==> src/rtl/can_pkg.sv <==
// Shared CAN definitions: field widths, the frame record used by the TX and RX blocks,
// and the DLC-to-byte-count helper.
package can_pkg;

  localparam int CAN_ID_W      = 11;
  localparam int CAN_DLC_W     = 4;
  localparam int CAN_MAX_BYTES = 8;

  typedef struct packed {
    logic [CAN_ID_W-1:0]                id;
    logic [CAN_DLC_W-1:0]               dlc;
    logic [CAN_MAX_BYTES-1:0][7:0]      data;
  } can_frame_t;

  // Classic CAN: DLC codes 9..15 still carry eight payload bytes.
  function automatic logic [CAN_DLC_W-1:0] dlc_to_len(input logic [CAN_DLC_W-1:0] dlc);
    return (dlc > CAN_DLC_W'(CAN_MAX_BYTES)) ? CAN_DLC_W'(CAN_MAX_BYTES) : dlc;
  endfunction

endpackage

==> src/rtl/can_acc_filter.sv <==
// Single acceptance filter: an identifier passes when every bit not masked out
// (mask bit = 0) matches the acceptance code.
module can_acc_filter
  import can_pkg::*;
(
  input  logic [CAN_ID_W-1:0] id,
  input  logic [CAN_ID_W-1:0] code,
  input  logic [CAN_ID_W-1:0] mask,
  output logic                accept
);

  assign accept = (((id ^ code) & ~mask) == '0);

endmodule

==> src/rtl/can_rx_buffer.sv <==
// Receive frame FIFO with acceptance filtering, show-ahead head output and sticky overrun.
// Optional per-entry capture timestamps are enabled by defining CAN_RX_TIMESTAMP_EN.
module can_rx_buffer
  import can_pkg::*;
#(
  parameter  int N  = 4,
  localparam int CW = $clog2(N) + 1
) (
  input  logic                 clk,
  input  logic                 rst_n,
  input  logic                 rx_valid,
  input  logic [CAN_ID_W-1:0]  rx_id,
  input  logic [CAN_DLC_W-1:0] rx_dlc,
  input  logic [7:0]           rx_data [CAN_MAX_BYTES],
  input  logic [CAN_ID_W-1:0]  acc_code,
  input  logic [CAN_ID_W-1:0]  acc_mask,
  input  logic                 re,
  input  logic                 ovr_clr,
  output logic                 out_valid,
  output logic [CAN_ID_W-1:0]  out_id,
  output logic [CAN_DLC_W-1:0] out_dlc,
  output logic [7:0]           out_data [CAN_MAX_BYTES],
  output logic                 full,
  output logic                 empty,
  output logic [CW-1:0]        count,
`ifdef CAN_RX_TIMESTAMP_EN
  output logic [15:0]          out_ts,
`endif
  output logic                 overrun
);

  localparam int PW = $clog2(N);

  can_frame_t          mem [N];
  logic [PW-1:0]       wr_ptr;
  logic [PW-1:0]       rd_ptr;
  logic [CW-1:0]       cnt;
  logic                id_match;
  logic                accept;
  logic                do_pop;
  logic                do_push;
  logic                drop;
  logic [CAN_DLC_W-1:0] len;
  can_frame_t          wr_frame;
  can_frame_t          head;

`ifdef CAN_RX_TIMESTAMP_EN
  logic [15:0]         ts_mem [N];
  logic [15:0]         ts_cnt;
`endif

  can_acc_filter u_filter (
    .id     (rx_id),
    .code   (acc_code),
    .mask   (acc_mask),
    .accept (id_match)
  );

  assign accept  = rx_valid & id_match;
  assign empty   = (cnt == '0);
  assign full    = (cnt == CW'(N));
  assign count   = cnt;
  assign do_pop  = re & ~empty;
  // A pop in the same cycle frees the slot, so a full FIFO can still take the write.
  assign do_push = accept & (~full | do_pop);
  assign drop    = accept & full & ~re;
  assign len     = dlc_to_len(rx_dlc);

  always_comb begin
    wr_frame     = '0;
    wr_frame.id  = rx_id;
    wr_frame.dlc = rx_dlc;
    for (int i = 0; i < CAN_MAX_BYTES; i++) begin
      if (i < int'(len)) wr_frame.data[i] = rx_data[i];
    end
  end

  always_ff @(posedge clk or negedge rst_n) begin
    if (!rst_n) begin
      wr_ptr  <= '0;
      rd_ptr  <= '0;
      cnt     <= '0;
      overrun <= 1'b0;
    end else begin
      if (do_push) wr_ptr <= wr_ptr + PW'(1);
      if (do_pop)  rd_ptr <= rd_ptr + PW'(1);
      cnt <= cnt + CW'(do_push) - CW'(do_pop);
      if (drop)         overrun <= 1'b1;
      else if (ovr_clr) overrun <= 1'b0;
    end
  end

  // Storage carries no reset; the pointers and count alone define valid content.
  always_ff @(posedge clk) begin
    if (do_push) begin
      mem[wr_ptr] <= wr_frame;
`ifdef CAN_RX_TIMESTAMP_EN
      ts_mem[wr_ptr] <= ts_cnt;
`endif
    end
  end

`ifdef CAN_RX_TIMESTAMP_EN
  always_ff @(posedge clk or negedge rst_n) begin
    if (!rst_n) ts_cnt <= '0;
    else        ts_cnt <= ts_cnt + 16'd1;
  end

  assign out_ts = empty ? '0 : ts_mem[rd_ptr];
`endif

  assign head      = mem[rd_ptr];
  assign out_valid = ~empty;
  assign out_id    = empty ? '0 : head.id;
  assign out_dlc   = empty ? '0 : head.dlc;

  for (genvar gi = 0; gi < CAN_MAX_BYTES; gi++) begin : g_out_data
    assign out_data[gi] = empty ? '0 : head.data[gi];
  end

endmodule

==> config.mk <==
export PLATFORM = sky130hd
export DESIGN_NAME = can_rx_buffer
export DESIGN_NICKNAME = d
export VERILOG_FILES = /design/src/rtl/can_pkg.sv /design/src/rtl/can_acc_filter.sv /design/src/rtl/can_rx_buffer.sv
export SDC_FILE = /design/constraint.sdc
export NUM_CORES = 1
export LEC_CHECK = 0
export BUFFER_PORTS_ARGS = -buffer_cell sky130_fd_sc_hd__buf_4
export CAP_MARGIN = 25
export CORE_ASPECT_RATIO = 0.7
export CORE_MARGIN = 2
export CORE_UTILIZATION = 30
export DETAILED_ROUTE_END_ITERATION = 6
export GPL_TIMING_DRIVEN = 1
export SLEW_MARGIN = 25
export SYNTH_ARGS = -nofsm -noshare
export SYNTH_HDL_FRONTEND = slang
export SYNTH_SLANG_ARGS = --single-unit
==> constraint.sdc <==
create_clock -name clk -period 6.4 [get_ports clk]
set_input_delay 0.32 -clock clk [delete_from_list [all_inputs] [get_ports clk]]
set_output_delay 0.32 -clock clk [all_outputs]
set_load 0.02 [all_outputs]
==> reports/qor.txt <==
Residual DRC: 0
Clock Latency Late Sink: 510 ps
Worst R2R Path Depth: 9
Detail-routed net length per standard cell: 19.4 um
CP cell instances: buf_4, mux4_2, and2_1, buf_4
Remaining antenna violation count: 0
Worst path most repeated cell: buf_4
# Max-Cap Violations: 0
Worst min-delay path category: primary input to register
R2R Path Start: count[1]
Worst R2R Setup Slack: 3580 ps
Hold Crit Depth: 1
Cells after Synth: 639
Unique cell type count in the Yosys netlist: 32
Total number of vias: 6,588
Standard cell with the maximum stage delay on the critical path: dfrtp_4
Clock buffer count from CTS: 34
Post-synthesis average cell area: 20.5 sq um
Number of rows in the core area: 64
Min-Delay Startpoint: rx_id[6]
RSZ-0062 raised after global routing: false
Clock input transition at the sequential cells of the worst setup and hold paths: 60 ps
Clock tree from TritonCTS: done
Post-layout instance area: 16,400 sq um
Final hold violation count: 0
F_max: 302 MHz
Summed instance area of the synthesized netlist: 13,100 sq um
Most common library cell in the layout ignoring fill and taps: edfxtp_1
Number of hold buffers added after CTS: 4
Critical Setup Path Class: register to primary output
Final GP Congestion: 0.663
Capturing point of the worst reg2reg path: count[2]
Area of the core: 43,400 sq um
Global-route met2 utilization: 21.0%
Actual slew at the worst max-slew pin: 903 ps
Worst clock skew: 12.9 ps
Global routing usage on met1: 16.7%
Port buffer count: 191
Seq/Total Area, Yosys: 74.0%
Total setup buffers inserted after CTS: 0
Clock Root Buffer: clkbuf_16
Number of warning messages in the yosys log: 0
Via count of the first global-routing pass: 7,106
Sum of overflow across all layers after global routing: 0
Total of flip-flops plus latches after synthesis: 324
Worst slack, placed: 3510 ps
Final critical path time including I/O delays and setup: 3310 ps
Static Leakage: 5.58 nW
Max Slew Vio Count: 0
Share of layout cells above drive strength 1: 39.4%
Count of H-tree levels built during CTS: 2
Worst-case setup margin in the final layout: 3090 ps
Final layout net count: 968
DP HPWL: 17,100 um
Total power divided by cell area: 414 nW/um^2
Met3 Track Usage GR: 2.87%
First-pass GRT wire length: 42,700 um
Height of the die: 179 um
Most used cells in the layout excluding fill and tap cells: edfxtp_1, buf_4, and2_1, mux4_2, nor2b_1
Post-detailed-route via-to-cell ratio: 4.47
Headroom to the max-slew limit: 39.8%
Arrival time of the worst setup path: 2990 ps
Initial antenna violation count: 3
Accumulated negative setup slack: 0 ps
Busiest layer in global routing: met2
Max VDD drop: 0.176 mV
Type of element capturing the critical path: primary output
Wire length after detailed routing: 28,600 um
Critical path launch point type: register
Layout-stage area growth over the synthesis result: 25.1%
Resized Gates After CTS: 0
Gr usage total: 12.6%
Max stage delay on crit path: 770 ps
I/O pin count: 192
Pin count of the biggest net entering global routing: 83
Final critical-path share of the clock period: 51.7%
Floorplan die area: 45,400 sq um
Clock sink count: 324
Horizontal extent of the die: 254 um
Synthesized netlist net count: 752
Detailed Routing Iterations Pass 1: 6
Number of violations reported at the end of detailed-routing iteration 0: 344
Fin util: 37.7%
Worst endpoint required time: 6080 ps
Crit path max fanout: 35
Starting density of the core: 30.2%
Run status: finished, final reports clean
Number of setup violations in the final report: 0
Worst hold endpoint: mem[2][74]
Placed inst area: 15,200 sq um
Max clock buf depth: 3
-- critical path: cells and delay by family, from the launching register on --
family                 cells  cell delay (ps)
buffers and inverters      2              860
flip-flops                 1              770
AND/OR/NAND/NOR            1              200
multiplexers               1              590
-- synthesized netlist by cell type, drive strengths merged --
cell type  count  area [sq um]
nand4          1          21.3
xnor2         15           131
mux2           1          11.3
dfrtp          8           200
ha             6          75.1
nand3          1          5.00
clkbuf        10          37.5
a211oi         1          7.51
inv           11          41.3
mux4          79          1780
buf           18           216
nor3           1          5.00
o22ai          6          37.5
nand2          1          3.75
edfxtp       316          9490
nor2b         48           300
a21oi          1          5.00
nor3b          1          12.5
fa             1          20.0
o21a           1          7.51
xor2           1          8.76
o21ai          1          5.00
or3            1          6.26
and2          96           603
nand2b         1          6.26
nor2          11          48.8
nor4           1          12.5
-- through the flow --
step / power (mW) / hold WS, ps / cells
floorplan: 4.06 / 24.4 / 639
global placement: 4.84 / 159 / 1409
detailed placement: 4.85 / 159 / 1409
CTS: 6.91 / 1.05 / 1474
global route: 7.12 / 2.86 / 1475
finish: 6.78 / 35.0 / 1475
-- state kept, by name, indices dropped and copies added (netlist names) --
| register | cells |
|---|---|
| mem | 316 |
| count | 3 |
| rd_ptr | 2 |
| wr_ptr | 2 |
| overrun | 1 |
-- layer usage --
metal | vias up | wire length [um] | share of wire, %
li1 | 2950 | - | -
met1 | 3439 | 12500 | 44
met2 | 164 | 14000 | 49
met3 | 35 | 1610 | 5.6
met4 | 0 | 406 | 1.4
met5 | - | 0 | 0
-- layout make-up --
cell class | count | area (sq um)
antenna | 1 | 2.50
clock buffer | 46 | 980
clock inverter | 15 | 183
fill | 4058 | 27000
inverter | 11 | 41.3
multi-input combinational | 276 | 3170
sequential | 324 | 9700
tap | 594 | 743
timing repair buffer | 208 | 1570
-- how the worst max path moves through the flow --
stage / from / end / slack [ps] / cells after the start
finish: rd_ptr[0] / out_data[6] / 3090 / 4
global route: rd_ptr[0] / out_data[1] / 2790 / 4
CTS: rd_ptr[0] / out_data[1] / 2940 / 4
detailed placement: count[1] / count[2] / 3510 / 9
global placement: rd_ptr[0] / out_data[7] / 3540 / 4
floorplan: count[2] / mem[0][0] / 1550 / 4
-- report_power, final --
part | internal (mW) | switching, mW
registers | 2.38 | 0.119
clock network | 1.24 | 0.792
logic | 1.11 | 1.14
total | 4.73 | 2.05
-- kinds of logic (layout without fill, tap and decap cells) --
kind of cell / after synthesis / count (layout) / share of synthesized area, %
DFF: 324 / 324 / 74.0
and+or+nand+nor: 163 / 163 / 7.82
muxes: 80 / 80 / 13.7
buffers and inverters: 39 / 280 / 2.25
xor gates and xnor gates: 16 / 16 / 1.07
AOI/OAI and AO/OA: 10 / 10 / 0.478
adders and majority gates: 7 / 7 / 0.726
other: 0 / 1 / 0
(Power assumes the default switching activity.)
